==> config.mk <==
export PLATFORM = sky130hd
export DESIGN_NAME = mux_operand_sequencer
export DESIGN_NICKNAME = d
export VERILOG_FILES = /design/src/rtl/mux_operand_sequencer.sv
export SDC_FILE = /design/constraint.sdc
export NUM_CORES = 1
export LEC_CHECK = 0
export ABC_AREA = 0
export CAP_MARGIN = 40
export CORE_ASPECT_RATIO = 1.1
export CORE_UTILIZATION = 42
export CTS_CLUSTER_DIAMETER = 40
export DETAILED_ROUTE_END_ITERATION = 10
export PLACE_DENSITY = 0.81
export SLEW_MARGIN = 20
export SYNTH_ARGS = -nofsm -noshare
export SYNTH_HDL_FRONTEND = slang
export SYNTH_SLANG_ARGS = --single-unit
==> constraint.sdc <==
create_clock -name clk -period 1.4 [get_ports clk]
set_input_delay 0.28 -clock clk [delete_from_list [all_inputs] [get_ports clk]]
set_output_delay 0.28 -clock clk [all_outputs]
set_load 0.05 [all_outputs]
==> src/rtl/mux_operand_sequencer.sv <==
// Purpose: captures operand A then B over valid/ready and plays them into a 2:1 mux as A,B,A,B... for REPEAT phases.
// Latency: first phase valid the cycle after the B transfer; done pulses the cycle after the last phase.
// Backpressure: in_ready is high only in IDLE/WAIT_B; abort cancels from any state. Optional pause via `MUX_SEQ_PAUSE_EN.
module mux_operand_sequencer #(
    parameter int WIDTH  = 4,
    parameter int REPEAT = 4
) (
    input  logic             clk,
    input  logic             rst_n,
    input  logic [WIDTH-1:0] in_data,
    input  logic             in_valid,
    output logic             in_ready,
    input  logic             abort,
`ifdef MUX_SEQ_PAUSE_EN
    input  logic             pause,
`endif
    output logic [WIDTH-1:0] op_a,
    output logic [WIDTH-1:0] op_b,
    output logic             sel,
    output logic             play_valid,
    output logic             busy,
    output logic             done
);

    localparam logic [1:0] IDLE   = 2'd0;
    localparam logic [1:0] WAIT_B = 2'd1;
    localparam logic [1:0] PLAY   = 2'd2;
    localparam logic [1:0] DONE   = 2'd3;

    // Index of the final phase; REPEAT is limited to 1..15 so it fits the 4-bit counter.
    localparam logic [3:0] LAST_PHASE = 4'(REPEAT - 1);

    logic [1:0]       state_q, state_d;
    logic [WIDTH-1:0] op_a_q, op_a_d;
    logic [WIDTH-1:0] op_b_q, op_b_d;
    logic             sel_q, sel_d;
    logic [3:0]       phase_cnt_q, phase_cnt_d;
    logic             play_valid_q, play_valid_d;
    logic             done_q, done_d;
    logic             xfer;
    logic             pause_act;

`ifdef MUX_SEQ_PAUSE_EN
    assign pause_act = pause;
`else
    assign pause_act = 1'b0;
`endif

    // Handshake status is a pure decode of the state register.
    assign in_ready   = (state_q == IDLE) || (state_q == WAIT_B);
    assign busy       = (state_q != IDLE);
    assign xfer       = in_valid && in_ready;

    assign op_a       = op_a_q;
    assign op_b       = op_b_q;
    assign sel        = sel_q;
    assign play_valid = play_valid_q;
    assign done       = done_q;

    // Next-state logic: operand capture, phase sequencing, and abort override.
    always_comb begin
        state_d      = state_q;
        op_a_d       = op_a_q;
        op_b_d       = op_b_q;
        sel_d        = sel_q;
        phase_cnt_d  = phase_cnt_q;
        play_valid_d = play_valid_q;
        done_d       = 1'b0;

        case (state_q)
            IDLE: begin
                if (xfer) begin
                    op_a_d  = in_data;
                    state_d = WAIT_B;
                end
            end
            WAIT_B: begin
                if (xfer) begin
                    op_b_d       = in_data;
                    sel_d        = 1'b0;
                    phase_cnt_d  = 4'd0;
                    play_valid_d = 1'b1;
                    state_d      = PLAY;
                end
            end
            PLAY: begin
                if (pause_act) begin
                    // Freeze the phase; the held phase is not re-presented as valid.
                    play_valid_d = 1'b0;
                end else if (phase_cnt_q == LAST_PHASE) begin
                    phase_cnt_d  = phase_cnt_q + 4'd1;
                    play_valid_d = 1'b0;
                    sel_d        = 1'b0;
                    done_d       = 1'b1;
                    state_d      = DONE;
                end else begin
                    phase_cnt_d  = phase_cnt_q + 4'd1;
                    sel_d        = ~sel_q;
                    play_valid_d = 1'b1;
                end
            end
            DONE: begin
                state_d = IDLE;
            end
            default: begin
                state_d = IDLE;
            end
        endcase

        // Abort wins over everything, including a same-cycle transfer; operands are kept.
        if (abort) begin
            state_d      = IDLE;
            sel_d        = 1'b0;
            play_valid_d = 1'b0;
            done_d       = 1'b0;
            phase_cnt_d  = 4'd0;
            op_a_d       = op_a_q;
            op_b_d       = op_b_q;
        end
    end

    // State and output registers with asynchronous clear.
    always_ff @(posedge clk or negedge rst_n) begin
        if (!rst_n) begin
            state_q      <= IDLE;
            op_a_q       <= '0;
            op_b_q       <= '0;
            sel_q        <= 1'b0;
            phase_cnt_q  <= 4'd0;
            play_valid_q <= 1'b0;
            done_q       <= 1'b0;
        end else begin
            state_q      <= state_d;
            op_a_q       <= op_a_d;
            op_b_q       <= op_b_d;
            sel_q        <= sel_d;
            phase_cnt_q  <= phase_cnt_d;
            play_valid_q <= play_valid_d;
            done_q       <= done_d;
        end
    end

endmodule

==> impl_metrics.toml <==
[status]
outcome = "finished, violations left"
violations = "setup timing"

[cts]
cts_root_buf = "clkbuf_4"
h-tree-depth = 1
cts_tree = "yes"
worstSkewPairLatency_ns = 0.29
cts_buffers = 3
clkTransAtPathRegs_ns = 0.10
cts.path.max_buffers = 2
clock_sinks = 17

[setup_path]
ff2ff_setup_slack_ns = -0.13
start_kind = "flop"
crit_chain = "ha_4 > or2_4 > buf_8"
required_ns = 1.12
worstSetupPathType = "reg -> out"
critical_path.max_fanout = 5
reg2reg_depth = 6
reg2reg_from = "state_q[1]"
r2r-end = "play_valid"
cp-end-kind = "output pin"
cpPeakStageDelay_ns = 0.45
worstPathArrival_ns = 1.35
critPathSlowestCell = "dfrtp_2"
cp-startpoint = "state_q[0]"

[grt]
grt_pass1_vias = 610
grt_max_degree = 18
grt_pass1_wl_um = 2690
gr-total-overflow = 0
antenna_found_initial = 0
grt_usage_pct = 18.5

[synth]
avgSynthCellArea_um2 = 11.4
synthAdderAreaFrac_pct = 6.18
synth.net_count = 83
synth-main-ff-cell = "dfrtp_1"
synth_area_um2 = 810
synth_edf_count = 0
synth_cell_types = 23
synthCells = 71
yosysSeqAreaShare_pct = 52.6
yosysWarningCount = 0
synth_compound_area_share_pct = 8.35
synth_top_family_by_area = "simple AND/OR/NAND/NOR gates"
ys_ff_latch = 17
synthSimpleGateAreaFrac_pct = 17.2
muxShareOfSynthArea_pct = 12.4
synth_xor_xnor_area_share_pct = 1.08
async_flop_share_pct = 100

[route]
first_pass_iters = 6
drt_iter0_drc = 5
vias = 658
wl_per_cell_um = 14.2
totalWireLength_um = 1830
drc = 0
viasPerCell = 5.10
ant_nets = 0

[floorplanning]
ios = 21
die_h_um = 48.0
dieWidth_um = 43.9
core_area_um2 = 1800
start_util_pct = 44.9
fp.dieArea_um2 = 2110
num_rows = 16

[timing]
layout_min_cycle_time_ns = 1.63
hold_viol_final = 0
setup_viol = 11
setup_ws_ns = -0.229
fin_skew_ns = 0.00391
min_period_over_period_pct = 116
slew_violations = 0
rsz0062_at_grt = "yes"
tightest_slew_ns = 0.391
fmax_ghz = 0.614
relSlewSlack_pct = 73.8

[job]
maxCapViolCount = 0

[final_layout]
fin_area_um2 = 1350
multiInputGateArea_um2 = 407
antenna_cells = 0
finalNetCount = 124
drive_above_1_share_pct = 50.5
num-fill-cells = 119
register_area_um2 = 427
area_growth_pct = 67.2
final_util_pct = 75.1
final_cell_mix = "dfrtp_1, buf_4, buf_12, mux2_2, clkdlybuf4s50_1"

[placement]
placed_cell_area_um2 = 1240
hpwl_um = 1350
gp_congestion = 0.801
port_buffers = 20

[power_and_ir_drop]
p_per_area_nw_per_um2 = 2470
peakVddDrop_mv = 1.90
leakagePower_nw = 0.607

[min_path]
hold_class = "in -> async"
[sequential cells by signal, summed over array words and instances, names as in the netlist]
register and cells:
state_q 2, op_a 4, sel 1, phase_cnt_q 4
play_valid 1, done 1, op_b 4
[cell usage after synthesis (all sizes together) (2+ instances only)]
cell | n | area share, %
dfrtp | 17 | 53
mux2 | 8 | 11
nand2 | 6 | 2.8
nor2 | 6 | 2.8
ha | 4 | 6.2
inv | 4 | 1.9
a21oi | 3 | 1.9
nand2b | 3 | 2.3
o21ai | 3 | 1.9
a22oi | 2 | 3.6
nor2b | 2 | 1.5
nor3 | 2 | 1.2
or2 | 2 | 1.5
[report_power, final]
| part | leakage [nW] | total, mW | internal (mW) | switching, mW |
|---|---|---|---|---|
| sequential | 0.217 | 0.858 | 0.668 | 0.190 |
| combinational | 0.375 | 2.22 | 1.12 | 1.10 |
| clock | 0.0150 | 0.261 | 0.111 | 0.150 |
[worst max-delay path, delay by kind of cell (launching register included)]
family	cells	cell delay, ns
adder cells (fa/ha/maj)	1	0.18
flip-flops	1	0.45
AND/OR/NAND/NOR	1	0.27
buffers and inverters	1	0.16
[final cells by class]
class | count | share of cell area [%]
clock buffers | 4 | 1.94
well taps | 18 | 1.66
multi-input cells | 49 | 30.0
flip-flops and latches | 17 | 31.5
repair buffers | 37 | 33.7
inverters | 4 | 1.11
[stage by stage]
step	TNS [ns]	std cells	hold WS [ns]	setup WS [ns]	total power [mW]
after floorplan	-0.181	71	-0.0156	-0.0814	1.90
after global placement	-1.98	120	0.533	-0.205	2.87
after detailed placement	-2.34	120	0.564	-0.230	2.91
after CTS	-1.57	126	0.315	-0.243	3.24
after global routing	-1.80	129	0.325	-0.269	3.49
final	-1.12	129	0.308	-0.229	3.34
[routing by layer]
metal	GRT usage, %	vias to the layer above	wire length, µm
met5	0	-	0
met4	14.5	0	44
met3	4.53	6	78
met2	31.6	19	948
met1	20.1	311	759
li1	-	322	-
[what timing repair did]
action                     in CTS  in global routing
pin swaps                       2                  2
setup buffers                   2                  3
hold buffers                    0                  0
setup endpoints to repair      11                 10
gates resized for setup         6                  9
[worst max-delay path by stage]
stage and to:
2_1_floorplan state_q[1], 3_3_place_gp play_valid, 3_5_place_dp play_valid, 4_1_cts in_ready, 5_1_grt in_ready, 6_report in_ready
[kinds of logic after synthesis]
family / after synthesis
adder cells (fa/ha/maj): 4
AO/OA/AOI/OAI: 9
flip-flops: 17
XOR/XNOR: 1
buffers and inverters: 5
multiplexers: 9
AND/OR/NAND/NOR: 26
Power figures use the tool's default switching activity.
